### src/rtl/video_sig_decode.sv
// Video timing receiver: rebuilds active-region coordinates, new-frame pulse, frame count and
// timing lock from an hs/vs/ad bus. Define VIDEO_SIG_DECODE_MEASURE_EN to expose measurements.
module video_sig_decode #(
    parameter int ACTIVE_H_PIXELS = 1280,
    parameter int H_FRONT_PORCH   = 110,
    parameter int H_SYNC_WIDTH    = 40,
    parameter int H_BACK_PORCH    = 220,
    parameter int ACTIVE_LINES    = 720,
    parameter int V_FRONT_PORCH   = 5,
    parameter int V_SYNC_WIDTH    = 5,
    parameter int V_BACK_PORCH    = 20,
    parameter int FPS             = 60,
    parameter int LOCK_FRAMES     = 2,
    localparam int TOTAL_PIXELS = ACTIVE_H_PIXELS + H_FRONT_PORCH + H_SYNC_WIDTH + H_BACK_PORCH,
    localparam int TOTAL_LINES  = ACTIVE_LINES + V_FRONT_PORCH + V_SYNC_WIDTH + V_BACK_PORCH,
    localparam int HW  = $clog2(ACTIVE_H_PIXELS),
    localparam int VW  = $clog2(ACTIVE_LINES),
    localparam int HMW = $clog2(2 * TOTAL_PIXELS) + 1,
    localparam int VMW = $clog2(2 * TOTAL_LINES) + 1
) (
    input  logic          pixel_clk_in,
    input  logic          rst_in,
    input  logic          hs_in,
    input  logic          vs_in,
    input  logic          ad_in,
    output logic [HW-1:0] hcount_out,
    output logic [VW-1:0] vcount_out,
    output logic          ad_out,
    output logic          nf_out,
    output logic [5:0]    fc_out,
    output logic          lock_out,
    output logic          err_out
`ifdef VIDEO_SIG_DECODE_MEASURE_EN
    ,
    output logic [HMW-1:0] h_period_out,
    output logic [HMW-1:0] h_act_out,
    output logic [VMW-1:0] v_period_out,
    output logic [VMW-1:0] v_act_out
`endif
);
    localparam int GW = $clog2(LOCK_FRAMES + 1);
    localparam logic [HMW-1:0] TP     = HMW'(TOTAL_PIXELS);
    localparam logic [HMW-1:0] AHP    = HMW'(ACTIVE_H_PIXELS);
    localparam logic [VMW-1:0] TL     = VMW'(TOTAL_LINES);
    localparam logic [VMW-1:0] AL     = VMW'(ACTIVE_LINES);
    localparam logic [HW-1:0]  HMAX   = HW'(ACTIVE_H_PIXELS - 1);
    localparam logic [VW-1:0]  VMAX   = VW'(ACTIVE_LINES - 1);
    localparam logic [5:0]     FC_MAX = 6'(FPS - 1);
    localparam logic [GW-1:0]  LOCK_N = GW'(LOCK_FRAMES);

    typedef enum logic [1:0] {SEARCH, ACQUIRE, LOCKED} state_t;

    function automatic logic [HMW-1:0] sat_inc_h(input logic [HMW-1:0] x);
        return (&x) ? x : x + 1'b1;
    endfunction

    function automatic logic [VMW-1:0] sat_inc_v(input logic [VMW-1:0] x);
        return (&x) ? x : x + 1'b1;
    endfunction

    logic           hs_p1, vs_p1, hs_rise, vs_rise;
    logic [HMW-1:0] h_cnt, h_cnt_n, h_act, h_act_n;
    logic [VMW-1:0] v_cnt, v_cnt_n, v_act, v_act_n;
    logic           line_ad, line_ad_n, frame_ad, frame_ad_n, line_bad, line_bad_n;
    logic           line_fail, frame_match;
    logic [HW-1:0]  hcount_n;
    logic [VW-1:0]  vcount_n;
    logic [5:0]     fc_n;
    logic           lock_n, err_n;
    logic [GW-1:0]  good, good_n;
    state_t         state, state_n;
`ifdef VIDEO_SIG_DECODE_MEASURE_EN
    logic [HMW-1:0] h_per_last, h_act_last;
`endif

    assign hs_rise = hs_in & ~hs_p1;
    assign vs_rise = vs_in & ~vs_p1;

    // Measurement and coordinates: the line check of a coincident hs rise is folded in before the frame check.
    always_comb begin
        h_cnt_n     = sat_inc_h(h_cnt);
        h_act_n     = h_act;
        v_cnt_n     = v_cnt;
        v_act_n     = v_act;
        line_ad_n   = line_ad;
        frame_ad_n  = frame_ad;
        hcount_n    = hcount_out;
        vcount_n    = vcount_out;
        line_fail   = 1'b0;
        frame_match = 1'b0;
        if (hs_rise) begin
            line_fail = (h_cnt != TP) || (line_ad && (h_act != AHP));
            h_cnt_n   = HMW'(1);
            h_act_n   = '0;
            line_ad_n = 1'b0;
            v_cnt_n   = sat_inc_v(v_cnt);
        end
        line_bad_n = line_bad | line_fail;
        if (vs_rise) begin
            frame_match = !line_bad_n && (v_cnt == TL) && (v_act == AL);
            v_cnt_n     = hs_rise ? VMW'(1) : '0;
            v_act_n     = '0;
            frame_ad_n  = 1'b0;
            line_bad_n  = 1'b0;
        end
        if (ad_in) begin
            h_act_n = sat_inc_h(h_act_n);
            if (!line_ad_n) begin
                line_ad_n = 1'b1;
                hcount_n  = '0;
                v_act_n   = sat_inc_v(v_act_n);
                if (!frame_ad_n) begin
                    frame_ad_n = 1'b1;
                    vcount_n   = '0;
                end else if (vcount_out == VMAX) begin
                    line_bad_n = 1'b1;
                end else begin
                    vcount_n = vcount_out + 1'b1;
                end
            end else if (hcount_out == HMAX) begin
                line_bad_n = 1'b1;
            end else begin
                hcount_n = hcount_out + 1'b1;
            end
        end
    end

    always_comb begin
        state_n = state;
        good_n  = good;
        lock_n  = lock_out;
        err_n   = 1'b0;
        fc_n    = fc_out;
        if (vs_rise) fc_n = (fc_out == FC_MAX) ? '0 : fc_out + 1'b1;
        case (state)
            SEARCH: begin
                if (vs_rise) begin
                    state_n = ACQUIRE;
                    good_n  = '0;
                end
            end
            ACQUIRE: begin
                if (vs_rise) begin
                    good_n = frame_match ? good + 1'b1 : '0;
                    if (frame_match && (good_n == LOCK_N)) begin
                        state_n = LOCKED;
                        lock_n  = 1'b1;
                    end
                end
            end
            LOCKED: begin
                if (line_fail || (vs_rise && !frame_match)) begin
                    err_n   = 1'b1;
                    lock_n  = 1'b0;
                    good_n  = '0;
                    state_n = SEARCH;
                end
            end
            default: state_n = SEARCH;
        endcase
    end

    // Register stage: everything visible one cycle after the sampled inputs.
    always_ff @(posedge pixel_clk_in) begin
        if (!rst_in) begin
            hs_p1 <= 1'b0;  vs_p1 <= 1'b0;
            h_cnt <= '0;    h_act <= '0;
            v_cnt <= '0;    v_act <= '0;
            line_ad <= 1'b0; frame_ad <= 1'b0; line_bad <= 1'b0;
            hcount_out <= '0; vcount_out <= '0;
            ad_out <= 1'b0; nf_out <= 1'b0; fc_out <= '0;
            lock_out <= 1'b0; err_out <= 1'b0;
            good <= '0;     state <= SEARCH;
`ifdef VIDEO_SIG_DECODE_MEASURE_EN
            h_per_last <= '0; h_act_last <= '0;
            h_period_out <= '0; h_act_out <= '0;
            v_period_out <= '0; v_act_out <= '0;
`endif
        end else begin
            hs_p1 <= hs_in;  vs_p1 <= vs_in;
            h_cnt <= h_cnt_n; h_act <= h_act_n;
            v_cnt <= v_cnt_n; v_act <= v_act_n;
            line_ad <= line_ad_n; frame_ad <= frame_ad_n; line_bad <= line_bad_n;
            hcount_out <= hcount_n; vcount_out <= vcount_n;
            ad_out <= ad_in; nf_out <= vs_rise; fc_out <= fc_n;
            lock_out <= lock_n; err_out <= err_n;
            good <= good_n;  state <= state_n;
`ifdef VIDEO_SIG_DECODE_MEASURE_EN
            if (hs_rise) begin
                h_per_last <= h_cnt;
                h_act_last <= h_act;
            end
            if (vs_rise) begin
                h_period_out <= hs_rise ? h_cnt : h_per_last;
                h_act_out    <= hs_rise ? h_act : h_act_last;
                v_period_out <= v_cnt;
                v_act_out    <= v_act;
            end
`endif
        end
    end
endmodule

### config.mk
export PLATFORM = sky130hd
export DESIGN_NAME = video_sig_decode
export DESIGN_NICKNAME = d
export VERILOG_FILES = /design/src/rtl/video_sig_decode.sv
export SDC_FILE = /design/constraint.sdc
export NUM_CORES = 1
export LEC_CHECK = 0
export CAP_MARGIN = 20
export CORE_MARGIN = 2
export CORE_UTILIZATION = 45
export CTS_CLUSTER_SIZE = 10
export DETAILED_ROUTE_END_ITERATION = 8
export GPL_TIMING_DRIVEN = 0
export HOLD_SLACK_MARGIN = 0.15
export SYNTH_ARGS = -nofsm -noshare
export SYNTH_HDL_FRONTEND = slang
export SYNTH_SLANG_ARGS = --single-unit
export TNS_END_PERCENT = 10
### constraint.sdc
create_clock -name pixel_clk_in -period 4.1 [get_ports pixel_clk_in]
set_clock_uncertainty 0.2 [all_clocks]
set_input_delay 1.23 -clock pixel_clk_in [delete_from_list [all_inputs] [get_ports pixel_clk_in]]
set_output_delay 1.23 -clock pixel_clk_in [all_outputs]
set_load 0.005 [all_outputs]
==> report_table.html, run 1 <==
<table>
<tr><th>Metric</th><th>Value</th></tr>
<tr><th colspan="2">Synthesis</th></tr>
<tr><td>Prevailing post-synth register cell</td><td>dfxtp_1</td></tr>
<tr><td>Sequential-to-total area share from yosys stat</td><td>approximately 41%</td></tr>
<tr><td>Average instance area after synthesis</td><td>~8.6 um2</td></tr>
<tr><td>Syn Std Cell Area</td><td>between 4000 and 5000 um2</td></tr>
<tr><td>Top cell type by total area after synthesis</td><td>dfxtp_1</td></tr>
<tr><td>Number of library cell types mapped by synthesis</td><td>60</td></tr>
<tr><td>Top cells by area in the synthesized netlist</td><td>dfxtp_1, nor2_1, xor2_1</td></tr>
<tr><td>Share of flip-flops with an asynchronous set or reset</td><td>0%</td></tr>
<tr><td>Synth top area share</td><td>slightly above 40%</td></tr>
<tr><td>Seq cells post-synth</td><td>90</td></tr>
<tr><td>Number of flops mapped to enable cells by yosys</td><td>0</td></tr>
<tr><td>Number of instances in the synthesized netlist</td><td>a little over 500</td></tr>
<tr><td>Number of warnings issued by yosys</td><td>0</td></tr>
<tr><td>Post-synthesis net count</td><td>about 530</td></tr>
<tr><th colspan="2">Global route</th></tr>
<tr><td>First-pass GRT wire length</td><td>between 15000 and 20000 um</td></tr>
<tr><td>Residual overflow from global routing</td><td>0</td></tr>
<tr><td>Met2 global-route usage</td><td>between 30% and 40%</td></tr>
<tr><td>Overall global routing resource usage</td><td>19.4%</td></tr>
<tr><td>GR Layer Usage met3</td><td>2.53%</td></tr>
<tr><td>Busiest grt layer</td><td>met2</td></tr>
<tr><td>Met1 global-route usage</td><td>about a quarter</td></tr>
<tr><td>Number of antenna violations at the first check in global routing</td><td>0</td></tr>
<tr><td>Via count of the first global-routing pass</td><td>~3500</td></tr>
<tr><td>Maximum number of pins on one net before global-route repair</td><td>20</td></tr>
<tr><th colspan="2">Final layout</th></tr>
<tr><td>Fraction of layout cells with a size suffix above 1</td><td>under 10%</td></tr>
<tr><td>Commonest non-fill, non-tap cells in the layout</td><td>dfxtp_1, nor2_1, nand2_1, clkdlybuf4s50_1</td></tr>
<tr><td>Final design utilization</td><td>between 50% and 60%</td></tr>
<tr><td>Filler cell count in the final layout</td><td>approximately 870</td></tr>
<tr><td>Summed area of non-filler cells in the final layout</td><td>between 5000 and 6000 um2</td></tr>
<tr><td>Total inserted antenna cells</td><td>0</td></tr>
<tr><td>Most common library cell in the layout ignoring fill and taps</td><td>dfxtp_1</td></tr>
<tr><td>P&amp;R area growth vs syn</td><td>17.5%</td></tr>
<tr><td>Nets</td><td>about 570</td></tr>
<tr><th colspan="2">Detailed routing</th></tr>
<tr><td>Post-detailed-route count of antenna-violating nets</td><td>0</td></tr>
<tr><td>Iter 0 DRT Violations</td><td>~120</td></tr>
<tr><td>Length of the first detailed-routing pass in iterations</td><td>4</td></tr>
<tr><td>Post-detailed-routing wire length</td><td>9680 um</td></tr>
<tr><td>WL per Instance</td><td>between 10 and 15 um</td></tr>
<tr><td>DRC violations left</td><td>0</td></tr>
<tr><td>Via count</td><td>roughly 3700</td></tr>
<tr><td>Vias per cell</td><td>between 5 and 6</td></tr>
<tr><th colspan="2">Worst setup path</th></tr>
<tr><td>Kind of start point of the critical path</td><td>input port</td></tr>
<tr><td>Critical path capture point type</td><td>flip-flop</td></tr>
<tr><td>Data arrival time at the worst-slack endpoint</td><td>slightly below 4 ns</td></tr>
<tr><td>Top fanout value on the critical path</td><td>10</td></tr>
<tr><td>Start-to-end type of the worst setup path</td><td>in2reg</td></tr>
<tr><td>Data required time at the worst endpoint</td><td>4.14 ns</td></tr>
<tr><th colspan="2">STA</th></tr>
<tr><td>Final setup margin</td><td>approximately 0.28 ns</td></tr>
<tr><td>Total count of hold-check failures in the final report</td><td>0</td></tr>
<tr><td>Shortest clock period the worst path allows after layout</td><td>3.82 ns</td></tr>
<tr><td>Slew @ Worst Pin</td><td>~0.8 ns</td></tr>
<tr><td>Fin. max-slew vios</td><td>0</td></tr>
<tr><td>Setup repair after global routing missed its margin</td><td>no</td></tr>
<tr><td>Max transition margin</td><td>a little under half</td></tr>
<tr><td>Fmax</td><td>between 200 and 300 MHz</td></tr>
<tr><td>Total negative slack</td><td>0 ns</td></tr>
<tr><td>Post-route clock period utilization</td><td>between 90% and 100%</td></tr>
<tr><td>Setup-violating endpoint count in the final report</td><td>0</td></tr>
<tr><th colspan="2">Power</th></tr>
<tr><td>Leakage power total</td><td>around 1.8 nW</td></tr>
<tr><td>Total design power</td><td>between 1.5 and 2 mW</td></tr>
<tr><td>Worst ir drop on vdd</td><td>approximately 0.00019 V</td></tr>
<tr><td>Ratio of total power to cell area</td><td>about 340 nW/um2</td></tr>
<tr><th colspan="2">CTS</th></tr>
<tr><td>Number of buffers created by CTS</td><td>9</td></tr>
<tr><td>Maximum count of clock buffers along a single path</td><td>2</td></tr>
<tr><td>Register clock-pin slew on the reported worst setup and hold paths</td><td>0.09 ns</td></tr>
<tr><td>Clock root buffer</td><td>clkbuf_8</td></tr>
<tr><td>CTS sink cnt</td><td>90</td></tr>
<tr><td>Clock insertion delay at the later pin of the skew report</td><td>0.36 ns</td></tr>
<tr><td>Depth of the CTS H-tree</td><td>3</td></tr>
<tr><td>Quantity of hold-fixing buffers added after cts</td><td>0</td></tr>
<tr><td>TritonCTS clock tree</td><td>yes</td></tr>
<tr><td>Post-CTS setup buffer count</td><td>0</td></tr>
<tr><th colspan="2">Run status</th></tr>
<tr><td>Run status</td><td>completed</td></tr>
<tr><th colspan="2">Placement</th></tr>
<tr><td>Area after DPL</td><td>4870 um2</td></tr>
<tr><td>Sum of net half-perimeters after detailed placement</td><td>approximately 7100 um</td></tr>
<tr><td>Setup slack after placement</td><td>-0.501 ns</td></tr>
<tr><td>PortBufs</td><td>35</td></tr>
<tr><td>GP Congestion</td><td>between 0.8 and 0.9</td></tr>
<tr><th colspan="2">Floorplanning</th></tr>
<tr><td>Die height</td><td>around 100 um</td></tr>
<tr><td>Std-Cell Core Area</td><td>about 9300 um2</td></tr>
<tr><td>DIE WIDTH</td><td>102 um</td></tr>
<tr><td>Initial core utilization</td><td>46.8%</td></tr>
<tr><td>Die footprint</td><td>about 10000 um2</td></tr>
<tr><td>Standard-cell rows</td><td>35</td></tr>
<tr><td>Number of top-level pins</td><td>36</td></tr>
<tr><th colspan="2">Run</th></tr>
<tr><td>Count of maximum capacitance violations</td><td>0</td></tr>
<tr><th colspan="2">Hold path</th></tr>
<tr><td>Path category of the worst min-delay check</td><td>reg2reg</td></tr>
</table>
==> metal layers <==
layer / routed length [um] / up-vias / part of all wire, %
met5: 0 / - / 0
met4: 150 / 0 / 1.5
met3: 268 / 12 / 2.8
met2: 4470 / 70 / 46
met1: 4800 / 1755 / 50
li1: - / 1901 / -
==> sequential cells by signal, summed over array words and instances (netlist names), 2 cells and up <==
name / flops
good: 2
vcount_out: 10
v_cnt: 12
hcount_out: 11
v_act: 12
state: 2
h_act: 13
fc_out: 6
h_cnt: 13
==> cells in the mapped netlist (3+ instances only) <==
cell and n:
a21oi_1 27, dfxtp_1 90, and4_1 6, nor2b_1 3
and2_1 11, nor2_1 73, and3_1 10, o21ai_0 12
nand2b_1 5, nor3_1 7, nand4_1 23, nand2_1 48
a211oi_1 4, mux2i_1 6, xor2_1 27, xnor2_1 25
nand3_1 23, or3_1 6, a31oi_1 7, ha_1 12
clkbuf_1 10, nor4_1 3, nor3b_1 4, nor4b_1 6
inv_1 17
==> final timing paths <==
check	slack [ns]	to	depth (start not counted)	start
setup / recovery	0.28	v_act[9]	12	vs_in
setup reg to reg	1.26	v_act[9]	11	vs_p1
hold / removal	0.26	nf_out	1	vs_p1
hold reg to reg	0.26	nf_out	1	vs_p1
==> what timing repair did <==
action | 4_1_cts | 5_1_grt
setup endpoints to repair | 15 | 14
gates resized for setup | 1 | 5
gates cloned | 0 | 0
==> where the power goes <==
part	switching [mW]	internal (mW)	total, mW
logic	0.0762	0.0469	0.123
registers	0.0144	0.889	0.903
clock network	0.327	0.380	0.707
total	0.418	1.32	1.73
==> layout make-up <==
type	count	area, um2	area share (%)
Multi-Input combinational cell	390	2470	48.1
Sequential cell	90	1800	35.1
Timing Repair Buffer	35	350	6.83
Tap cell	129	161	3.15
Clock buffer	11	151	2.95
Clock inverter	5	85.1	1.66
Inverter	18	67.6	1.32
Buffer	10	41.3	0.805
==> stage by stage <==
stage | hold slack [ns] | instances
floorplan | 0.210 | 509
global placement | 0.266 | 673
detailed placement | 0.269 | 673
CTS | 0.270 | 688
global route | 0.299 | 688
finish | 0.262 | 688
==> worst max-delay path, cell delays in order <==
cell and delay (ns):
clkdlybuf4s50_1 0.48, nand2b_1 0.06, clkbuf_2 0.19, clkbuf_2 0.23
and2_1 0.21, ha_1 0.23, nand4_1 0.11, nor3_2 0.08
a21oi_1 0.53, nor3b_1 0.30, xnor2_1 0.15, nor2_1 0.05
==> cells by family (layout without fill, tap and decap cells) <==
kind of cell	Yosys count	count (layout)	synth area share, %
adders and majority gates	12	12	3.44
DFF	90	90	41.3
buffers and inverters	29	79	2.52
AOI/OAI and AO/OA	77	77	11.8
muxes	6	6	1.38
xor gates and xnor gates	52	52	10.4
and+or+nand+nor	243	243	29.1
(Power assumes the default switching activity.)
==> run 2: changes to the inputs <==
--- a/config.mk
+++ b/config.mk
@@ -6,12 +6,14 @@
 export NUM_CORES = 1
 export LEC_CHECK = 0
 export CAP_MARGIN = 20
+export CORE_ASPECT_RATIO = 0.6
 export CORE_MARGIN = 2
 export CORE_UTILIZATION = 45
 export CTS_CLUSTER_SIZE = 10
 export DETAILED_ROUTE_END_ITERATION = 8
 export GPL_TIMING_DRIVEN = 0
 export HOLD_SLACK_MARGIN = 0.15
+export SLEW_MARGIN = 10
 export SYNTH_ARGS = -nofsm -noshare
 export SYNTH_HDL_FRONTEND = slang
 export SYNTH_SLANG_ARGS = --single-unit
==> report_table.html, run 2 (synthesis results as in run 1) <==
<table>
<tr><th>Metric</th><th>Value</th></tr>
<tr><th colspan="2">Placement</th></tr>
<tr><td>Area after DPL</td><td>4880 um2 (was 4870 um2)</td></tr>
<tr><td>GP Congestion</td><td>0.843 (was 0.845)</td></tr>
<tr><td>Post-Place Cells</td><td>674 (was 673)</td></tr>
<tr><td>Setup slack after placement</td><td>-0.585 ns (was -0.501 ns)</td></tr>
<tr><td>PortBufs</td><td>35 (unchanged)</td></tr>
<tr><td>Sum of net half-perimeters after detailed placement</td><td>7730 um (was 7080 um)</td></tr>
<tr><th colspan="2">Floorplanning</th></tr>
<tr><td>DIE WIDTH</td><td>131 um (was 102 um)</td></tr>
<tr><td>Number of top-level pins</td><td>36 (unchanged)</td></tr>
<tr><td>Die height</td><td>80.3 um (was 102 um)</td></tr>
<tr><td>Die footprint</td><td>10500 um2 (about the same)</td></tr>
<tr><td>Standard-cell rows</td><td>27 (was 35)</td></tr>
<tr><td>Std-Cell Core Area</td><td>9290 um2 (was 9330 um2)</td></tr>
<tr><td>Initial core utilization</td><td>47.0% (was 46.8%)</td></tr>
<tr><th colspan="2">Global route</th></tr>
<tr><td>Overall global routing resource usage</td><td>20.7% (was 19.4%)</td></tr>
<tr><td>Maximum number of pins on one net before global-route repair</td><td>14 (was 20)</td></tr>
<tr><td>Via count of the first global-routing pass</td><td>3301 (was 3490)</td></tr>
<tr><td>First-pass GRT wire length</td><td>17200 um (was 16400 um)</td></tr>
<tr><td>Residual overflow from global routing</td><td>0 (unchanged)</td></tr>
<tr><td>Number of antenna violations at the first check in global routing</td><td>0 (unchanged)</td></tr>
<tr><th colspan="2">Worst setup path</th></tr>
<tr><td>Critical-path cell list</td><td>clkdlybuf4s50_1, nand2b_1, buf_2, clkbuf_2, and2_1, ha_1, nand2_1, nor4b_2, a311oi_1, nand4_1, xor2_1, nor2_1 (was clkdlybuf4s50_1, nand2b_1, clkbuf_2, clkbuf_2, and2_1, ha_1, nand4_1, nor3_2, a21oi_1, nor3b_1, xnor2_1, nor2_1)</td></tr>
<tr><td>Start-to-end type of the worst setup path</td><td>in2reg (unchanged)</td></tr>
<tr><td>Crit path max-delay cell type</td><td>a311oi_1 (was a21oi_1)</td></tr>
<tr><td>CP top delay family</td><td>buffers and inverters (unchanged)</td></tr>
<tr><td>Bufs and invs on worst path</td><td>3 (unchanged)</td></tr>
<tr><td>Critical path capture point type</td><td>flip-flop (unchanged)</td></tr>
<tr><td>Top fanout value on the critical path</td><td>10 (unchanged)</td></tr>
<tr><td>Data arrival time at the worst-slack endpoint</td><td>3.85 ns (was 3.86 ns)</td></tr>
<tr><td>Endpoint of the worst-slack reg-to-reg timing path</td><td>h_act[7] (was v_act[9])</td></tr>
<tr><td>R2r worst-path depth</td><td>11 (unchanged)</td></tr>
<tr><td>Worst reg2reg path startpoint</td><td>hs_p1 (was vs_p1)</td></tr>
<tr><td>Kind of start point of the critical path</td><td>input port (unchanged)</td></tr>
<tr><td>Launching instance or port of the critical path</td><td>hs_in (was vs_in)</td></tr>
<tr><td>Max stage delay on crit path</td><td>0.62 ns (was 0.53 ns)</td></tr>
<tr><td>Data required time at the worst endpoint</td><td>4.12 ns (was 4.14 ns)</td></tr>
<tr><td>Flop2flop setup slack</td><td>1.30 ns (was 1.26 ns)</td></tr>
<tr><th colspan="2">Hold path</th></tr>
<tr><td>Hold Path Sink</td><td>nf_out (unchanged)</td></tr>
<tr><td>Number of cells on the worst hold path</td><td>1 (unchanged)</td></tr>
<tr><td>Path category of the worst min-delay check</td><td>reg2reg (unchanged)</td></tr>
<tr><td>Source of the worst hold timing path</td><td>vs_p1 (unchanged)</td></tr>
<tr><th colspan="2">STA</th></tr>
<tr><td>Fin. max-slew vios</td><td>0 (unchanged)</td></tr>
<tr><td>Shortest clock period the worst path allows after layout</td><td>3.83 ns (was 3.82 ns)</td></tr>
<tr><td>Hold Worst Slack</td><td>0.283 ns (was 0.262 ns)</td></tr>
<tr><td>Total count of hold-check failures in the final report</td><td>0 (unchanged)</td></tr>
<tr><td>Max transition margin</td><td>45.5% (was 45.3%)</td></tr>
<tr><td>Post-route clock period utilization</td><td>93.4% (was 93.2%)</td></tr>
<tr><td>Slew @ Worst Pin</td><td>0.818 ns (was 0.821 ns)</td></tr>
<tr><td>Setup-violating endpoint count in the final report</td><td>0 (unchanged)</td></tr>
<tr><td>Fmax</td><td>261 MHz (was 262 MHz)</td></tr>
<tr><td>Setup repair after global routing missed its margin</td><td>no (unchanged)</td></tr>
<tr><td>Final setup margin</td><td>0.270 ns (was 0.279 ns)</td></tr>
<tr><th colspan="2">Power</th></tr>
<tr><td>Worst ir drop on vdd</td><td>0.000234 V (was 0.000188 V)</td></tr>
<tr><td>Switching part of the total</td><td>22.7% (was 24.1%)</td></tr>
<tr><td>Portion of total power attributed to combinational logic</td><td>6.8% (was 7.1%)</td></tr>
<tr><td>Total design power</td><td>1.87 mW (was 1.73 mW)</td></tr>
<tr><td>Power share of the clock group</td><td>44.7% (was 40.8%)</td></tr>
<tr><td>Switching power</td><td>0.424 mW (was 0.418 mW)</td></tr>
<tr><td>Ratio of total power to cell area</td><td>359 nW/um2 (was 338 nW/um2)</td></tr>
<tr><td>Power Internal</td><td>1.44 mW (was 1.32 mW)</td></tr>
<tr><td>Register share of total power</td><td>48.5% (was 52.1%)</td></tr>
<tr><td>Leakage power total</td><td>1.81 nW (was 1.78 nW)</td></tr>
<tr><th colspan="2">Final layout</th></tr>
<tr><td>Final std cells w/o fill</td><td>690 (was 688)</td></tr>
<tr><td>Most common library cell in the layout ignoring fill and taps</td><td>dfxtp_1 (unchanged)</td></tr>
<tr><td>Fraction of layout cells with a size suffix above 1</td><td>5.71% (was 5.90%)</td></tr>
<tr><td>Summed area of non-filler cells in the final layout</td><td>5200 um2 (was 5130 um2)</td></tr>
<tr><td>P&amp;R area growth vs syn</td><td>19.2% (was 17.5%)</td></tr>
<tr><td>Total inserted antenna cells</td><td>0 (unchanged)</td></tr>
<tr><td>Largest regs</td><td>h_act (13), h_cnt (13) (unchanged)</td></tr>
<tr><td>Commonest non-fill, non-tap cells in the layout</td><td>dfxtp_1, nor2_1, nand2_1, clkdlybuf4s50_1, xor2_1 (was dfxtp_1, nor2_1, nand2_1, clkdlybuf4s50_1)</td></tr>
<tr><td>Nets</td><td>572 (was 571)</td></tr>
<tr><th colspan="2">CTS</th></tr>
<tr><td>Depth of the CTS H-tree</td><td>3 (unchanged)</td></tr>
<tr><td>Clock insertion delay at the later pin of the skew report</td><td>0.34 ns (was 0.36 ns)</td></tr>
<tr><td>Register clock-pin slew on the reported worst setup and hold paths</td><td>0.06 ns (was 0.09 ns)</td></tr>
<tr><td>Quantity of hold-fixing buffers added after cts</td><td>0 (unchanged)</td></tr>
<tr><td>Maximum count of clock buffers along a single path</td><td>2 (unchanged)</td></tr>
<tr><td>Number of buffers created by CTS</td><td>9 (unchanged)</td></tr>
<tr><td>CTS sink cnt</td><td>90 (unchanged)</td></tr>
<tr><td>TritonCTS clock tree</td><td>yes (unchanged)</td></tr>
<tr><td>Clock root buffer</td><td>clkbuf_16 (was clkbuf_8)</td></tr>
<tr><td>Resized cells post-CTS</td><td>3 (was 1)</td></tr>
<tr><td>Post-CTS setup buffer count</td><td>0 (unchanged)</td></tr>
<tr><th colspan="2">Run</th></tr>
<tr><td>Count of maximum capacitance violations</td><td>0 (unchanged)</td></tr>
<tr><th colspan="2">Detailed routing</th></tr>
<tr><td>Vias per cell</td><td>5.36 (was 5.43)</td></tr>
<tr><td>Post-detailed-routing wire length</td><td>10300 um (was 9680 um)</td></tr>
<tr><td>DRC violations left</td><td>0 (unchanged)</td></tr>
<tr><td>Post-detailed-route count of antenna-violating nets</td><td>0 (unchanged)</td></tr>
<tr><td>Length of the first detailed-routing pass in iterations</td><td>4 (unchanged)</td></tr>
<tr><td>Via count</td><td>3695 (was 3738)</td></tr>
<tr><td>WL per Instance</td><td>15.0 um (was 14.1 um)</td></tr>
<tr><td>Iter 0 DRT Violations</td><td>227 (was 124)</td></tr>
<tr><th colspan="2">Run status</th></tr>
<tr><td>Run status</td><td>completed (unchanged)</td></tr>
</table>
## run 2: cell types whose count changed in the layout (fill, tap and decap cells not counted), sizes merged
| cell | delta |
|---|---|
| clkinvlp | -1 |
| inv | -1 |
| bufinv | -1 |
| clkbuf | +4 |
## run 2: cell type report
type | count | area, um2
Tap cell | 130 | 163
Inverter | 18 | 67.6
Clock buffer | 14 | 264
Buffer | 11 | 46.3
Clock inverter | 2 | 35.0
Multi-Input combinational cell | 390 | 2470
Fill cell | 854 | 4090
Sequential cell | 90 | 1800
Timing Repair Buffer | 35 | 350
## run 2: power groups by stage
| stage | Sequential [mW] | Combinational [mW] | Clock, mW |
|---|---|---|---|
| 3_5_place_dp | 0.925 | 0.125 | 0 |
| 6_report | 0.906 | 0.127 | 0.834 |
| 4_1_cts | 0.905 | 0.126 | 0.852 |
| 2_1_floorplan | 0.920 | 0.0798 | 0 |
| 5_1_grt | 0.907 | 0.140 | 0.887 |
| 3_3_place_gp | 0.924 | 0.123 | 0 |
## run 2: per-stage QoR
| step | util (%) | TNS [ns] |
|---|---|---|
| 6_report | 56.0 | 0 |
| 5_1_grt | 56.0 | 0 |
| 4_1_cts | 55.8 | 0 |
| 3_5_place_dp | 52.5 | -9.19 |
| 3_3_place_gp | 52.5 | -7.83 |
| 2_1_floorplan | - | 0 |
## run 2: how the worst max path moves through the flow
stage	endpoint	slack [ns]	cells past startpoint
2_1_floorplan	v_act[9]	0.59	11
3_3_place_gp	v_act[9]	-0.51	12
3_5_place_dp	v_act[9]	-0.58	12
4_1_cts	h_act[10]	0.03	12
5_1_grt	h_act[5]	0.02	12
6_report	h_act[7]	0.27	12
## run 2: routing by layer
metal | global-route usage [%] | wire (um)
met1 | 32.3 | 6070
met2 | 27.6 | 3690
met3 | 5.05 | 478
met4 | 5.22 | 92
met5 | 0 | 0
==> run 3: changes to the inputs <==
--- a/config.mk
+++ b/config.mk
@@ -5,7 +5,7 @@
 export SDC_FILE = /design/constraint.sdc
 export NUM_CORES = 1
 export LEC_CHECK = 0
-export CAP_MARGIN = 20
+export CAP_MARGIN = 30
 export CORE_ASPECT_RATIO = 0.6
 export CORE_MARGIN = 2
 export CORE_UTILIZATION = 45
==> report_table.html, run 3 (synthesis results as in run 1) <==
<table>
<tr><th>Metric</th><th>Value</th></tr>
<tr><th colspan="2">Final layout</th></tr>
<tr><td>Area of the multi-input gates</td><td>2470 um2 (about the same)</td></tr>
<tr><td>Final std cells w/o fill</td><td>691 (was 690)</td></tr>
<tr><td>Largest regs</td><td>h_act (13), h_cnt (13) (unchanged)</td></tr>
<tr><td>Total inserted antenna cells</td><td>0 (unchanged)</td></tr>
<tr><td>Filler cell count in the final layout</td><td>856 (was 854)</td></tr>
<tr><td>Final design utilization</td><td>56.0% (unchanged)</td></tr>
<tr><td>Most common library cell in the layout ignoring fill and taps</td><td>dfxtp_1 (unchanged)</td></tr>
<tr><td>Nets</td><td>573 (was 572)</td></tr>
<tr><td>Commonest non-fill, non-tap cells in the layout</td><td>dfxtp_1, nor2_1, nand2_1, clkdlybuf4s50_1, xor2_1 (unchanged)</td></tr>
<tr><td>Fraction of layout cells with a size suffix above 1</td><td>5.70% (was 5.71%)</td></tr>
<tr><td>Sequential Area</td><td>1800 um2 (unchanged)</td></tr>
<tr><td>P&amp;R area growth vs syn</td><td>19.2% (unchanged)</td></tr>
<tr><th colspan="2">Hold path</th></tr>
<tr><td>Number of cells on the worst hold path</td><td>1 (unchanged)</td></tr>
<tr><td>Source of the worst hold timing path</td><td>vs_p1 (unchanged)</td></tr>
<tr><td>Path category of the worst min-delay check</td><td>reg2reg (unchanged)</td></tr>
<tr><td>Hold Path Sink</td><td>nf_out (unchanged)</td></tr>
<tr><th colspan="2">Global route</th></tr>
<tr><td>First-pass GRT wire length</td><td>17200 um (unchanged)</td></tr>
<tr><td>Via count of the first global-routing pass</td><td>3301 (unchanged)</td></tr>
<tr><td>Maximum number of pins on one net before global-route repair</td><td>14 (unchanged)</td></tr>
<tr><td>Number of antenna violations at the first check in global routing</td><td>0 (unchanged)</td></tr>
<tr><td>Residual overflow from global routing</td><td>0 (unchanged)</td></tr>
<tr><td>Overall global routing resource usage</td><td>20.7% (unchanged)</td></tr>
<tr><th colspan="2">CTS</th></tr>
<tr><td>Depth of the CTS H-tree</td><td>3 (unchanged)</td></tr>
<tr><td>TritonCTS clock tree</td><td>yes (unchanged)</td></tr>
<tr><td>Number of buffers created by CTS</td><td>9 (unchanged)</td></tr>
<tr><td>Quantity of hold-fixing buffers added after cts</td><td>0 (unchanged)</td></tr>
<tr><td>CTS sink cnt</td><td>90 (unchanged)</td></tr>
<tr><td>Register clock-pin slew on the reported worst setup and hold paths</td><td>0.06 ns (about the same)</td></tr>
<tr><td>Post-CTS setup buffer count</td><td>0 (unchanged)</td></tr>
<tr><td>Clock root buffer</td><td>clkbuf_16 (unchanged)</td></tr>
<tr><td>Clock insertion delay at the later pin of the skew report</td><td>0.34 ns (about the same)</td></tr>
<tr><td>Maximum count of clock buffers along a single path</td><td>2 (unchanged)</td></tr>
<tr><th colspan="2">Floorplanning</th></tr>
<tr><td>Initial core utilization</td><td>47.0% (unchanged)</td></tr>
<tr><td>Std-Cell Core Area</td><td>9290 um2 (unchanged)</td></tr>
<tr><td>Die height</td><td>80.3 um (unchanged)</td></tr>
<tr><td>Standard-cell rows</td><td>27 (unchanged)</td></tr>
<tr><td>Number of top-level pins</td><td>36 (unchanged)</td></tr>
<tr><td>Die footprint</td><td>10500 um2 (unchanged)</td></tr>
<tr><td>DIE WIDTH</td><td>131 um (unchanged)</td></tr>
<tr><th colspan="2">Power</th></tr>
<tr><td>Portion of total power attributed to combinational logic</td><td>6.8% (about the same)</td></tr>
<tr><td>Worst ir drop on vdd</td><td>0.000235 V (was 0.000234 V)</td></tr>
<tr><td>Leakage power total</td><td>1.82 nW (was 1.81 nW)</td></tr>
<tr><td>Switching part of the total</td><td>22.7% (about the same)</td></tr>
<tr><td>Power share of the clock group</td><td>44.7% (about the same)</td></tr>
<tr><td>Total design power</td><td>1.87 mW (about the same)</td></tr>
<tr><td>Ratio of total power to cell area</td><td>359 nW/um2 (about the same)</td></tr>
<tr><td>Power Internal</td><td>1.44 mW (about the same)</td></tr>
<tr><td>Register share of total power</td><td>48.5% (about the same)</td></tr>
<tr><td>Switching power</td><td>0.423 mW (was 0.424 mW)</td></tr>
<tr><th colspan="2">STA</th></tr>
<tr><td>Fmax</td><td>256 MHz (was 261 MHz)</td></tr>
<tr><td>Total count of hold-check failures in the final report</td><td>0 (unchanged)</td></tr>
<tr><td>Hold Worst Slack</td><td>0.278 ns (was 0.283 ns)</td></tr>
<tr><td>Shortest clock period the worst path allows after layout</td><td>3.90 ns (was 3.83 ns)</td></tr>
<tr><td>Setup repair after global routing missed its margin</td><td>no (unchanged)</td></tr>
<tr><td>Fin. max-slew vios</td><td>0 (unchanged)</td></tr>
<tr><td>Setup-violating endpoint count in the final report</td><td>0 (unchanged)</td></tr>
<tr><td>Slew @ Worst Pin</td><td>0.785 ns (was 0.818 ns)</td></tr>
<tr><td>Final setup margin</td><td>0.196 ns (was 0.270 ns)</td></tr>
<tr><td>Max transition margin</td><td>46.9% (was 45.5%)</td></tr>
<tr><td>Post-route clock period utilization</td><td>95.2% (was 93.4%)</td></tr>
<tr><th colspan="2">Detailed routing</th></tr>
<tr><td>Iter 0 DRT Violations</td><td>243 (was 227)</td></tr>
<tr><td>Post-detailed-routing wire length</td><td>10400 um (was 10300 um)</td></tr>
<tr><td>Length of the first detailed-routing pass in iterations</td><td>4 (unchanged)</td></tr>
<tr><td>DRC violations left</td><td>0 (unchanged)</td></tr>
<tr><td>Vias per cell</td><td>5.33 (was 5.36)</td></tr>
<tr><td>Via count</td><td>3682 (was 3695)</td></tr>
<tr><td>Post-detailed-route count of antenna-violating nets</td><td>0 (unchanged)</td></tr>
<tr><td>WL per Instance</td><td>15.0 um (about the same)</td></tr>
<tr><th colspan="2">Placement</th></tr>
<tr><td>Post-Place Cells</td><td>674 (unchanged)</td></tr>
<tr><td>GP Congestion</td><td>0.843 (unchanged)</td></tr>
<tr><td>Setup slack after placement</td><td>-0.585 ns (unchanged)</td></tr>
<tr><td>Sum of net half-perimeters after detailed placement</td><td>7730 um (unchanged)</td></tr>
<tr><td>PortBufs</td><td>35 (unchanged)</td></tr>
<tr><th colspan="2">Worst setup path</th></tr>
<tr><td>Start-to-end type of the worst setup path</td><td>in2reg (unchanged)</td></tr>
<tr><td>Kind of start point of the critical path</td><td>input port (unchanged)</td></tr>
<tr><td>Endpoint of the worst-slack reg-to-reg timing path</td><td>h_act[10] (was h_act[7])</td></tr>
<tr><td>Flop2flop setup slack</td><td>1.22 ns (was 1.30 ns)</td></tr>
<tr><td>R2r worst-path depth</td><td>12 (was 11)</td></tr>
<tr><td>Data required time at the worst endpoint</td><td>4.12 ns (about the same)</td></tr>
<tr><td>Critical-path cell list</td><td>clkdlybuf4s50_1, nand2b_1, buf_2, clkbuf_2, and2_1, ha_1, nand2_1, nor4b_2, a2111oi_1, clkbuf_2, nand4_1, xor2_1, nor2_1 (was clkdlybuf4s50_1, nand2b_1, buf_2, clkbuf_2, and2_1, ha_1, nand2_1, nor4b_2, a311oi_1, nand4_1, xor2_1, nor2_1)</td></tr>
<tr><td>Max stage delay on crit path</td><td>0.54 ns (was 0.62 ns)</td></tr>
<tr><td>CP top delay family</td><td>buffers and inverters (unchanged)</td></tr>
<tr><td>CP Depth</td><td>13 (was 12)</td></tr>
<tr><td>Data arrival time at the worst-slack endpoint</td><td>3.92 ns (was 3.85 ns)</td></tr>
<tr><td>Bufs and invs on worst path</td><td>4 (was 3)</td></tr>
<tr><td>Most frequent CP cell</td><td>clkbuf_2</td></tr>
<tr><td>Top fanout value on the critical path</td><td>10 (unchanged)</td></tr>
<tr><td>Crit path max-delay cell type</td><td>a2111oi_1 (was a311oi_1)</td></tr>
<tr><td>Critical path capture point type</td><td>flip-flop (unchanged)</td></tr>
<tr><td>Worst reg2reg path startpoint</td><td>hs_p1 (unchanged)</td></tr>
<tr><th colspan="2">Run</th></tr>
<tr><td>Count of maximum capacitance violations</td><td>0 (unchanged)</td></tr>
<tr><th colspan="2">Run status</th></tr>
<tr><td>Run status</td><td>completed (unchanged)</td></tr>
</table>
run 3: area by class of cell:
cell class	instances	share of cell area, %
flip-flops and latches	90	34.7
well taps	130	3.13
clock buffers	14	5.08
plain buffers	11	0.890
inverters	18	1.30
repair buffers	36	6.84
clock inverters	2	0.674
multi-input cells	390	47.4
run 3: metrics by stage:
| step | setup TNS (ns) | instance area, um2 |
|---|---|---|
| after floorplan | 0 | 4360 |
| after global placement | -7.83 | 4880 |
| after detailed placement | -9.19 | 4880 |
| after CTS | 0 | 5180 |
| after global routing | 0 | 5200 |
| final | 0 | 5200 |
run 3: worst max-delay path by stage:
stage | start | end | slack (ns)
CTS | hs_in | h_act[10] | 0.03
global route | hs_in | h_act[10] | 0.004
finish | hs_in | h_act[10] | 0.20
global placement | vs_in | v_act[9] | -0.51
detailed placement | vs_in | v_act[9] | -0.58
floorplan | vs_in | v_act[9] | 0.59
run 3: repair_timing:
action,CTS,global route
pin swaps,0,0
resized for setup,3,4
cloned,0,0
setup endpoints to repair,13,18
run 3: power groups by stage:
stage	Sequential (mW)	Clock [mW]	Combinational, mW
2_1_floorplan	0.920	0	0.0798
3_5_place_dp	0.925	0	0.125
6_report	0.906	0.834	0.127
5_1_grt	0.907	0.887	0.140
3_3_place_gp	0.924	0	0.123
4_1_cts	0.905	0.852	0.126
run 3: layer usage:
metal | global-route usage [%] | vias up | share of wire, %
li1 | - | 1902 | -
met1 | 32.3 | 1690 | 58
met2 | 27.6 | 82 | 36
met3 | 5.05 | 8 | 4.8
met4 | 5.22 | 0 | 0.92
met5 | 0 | - | 0
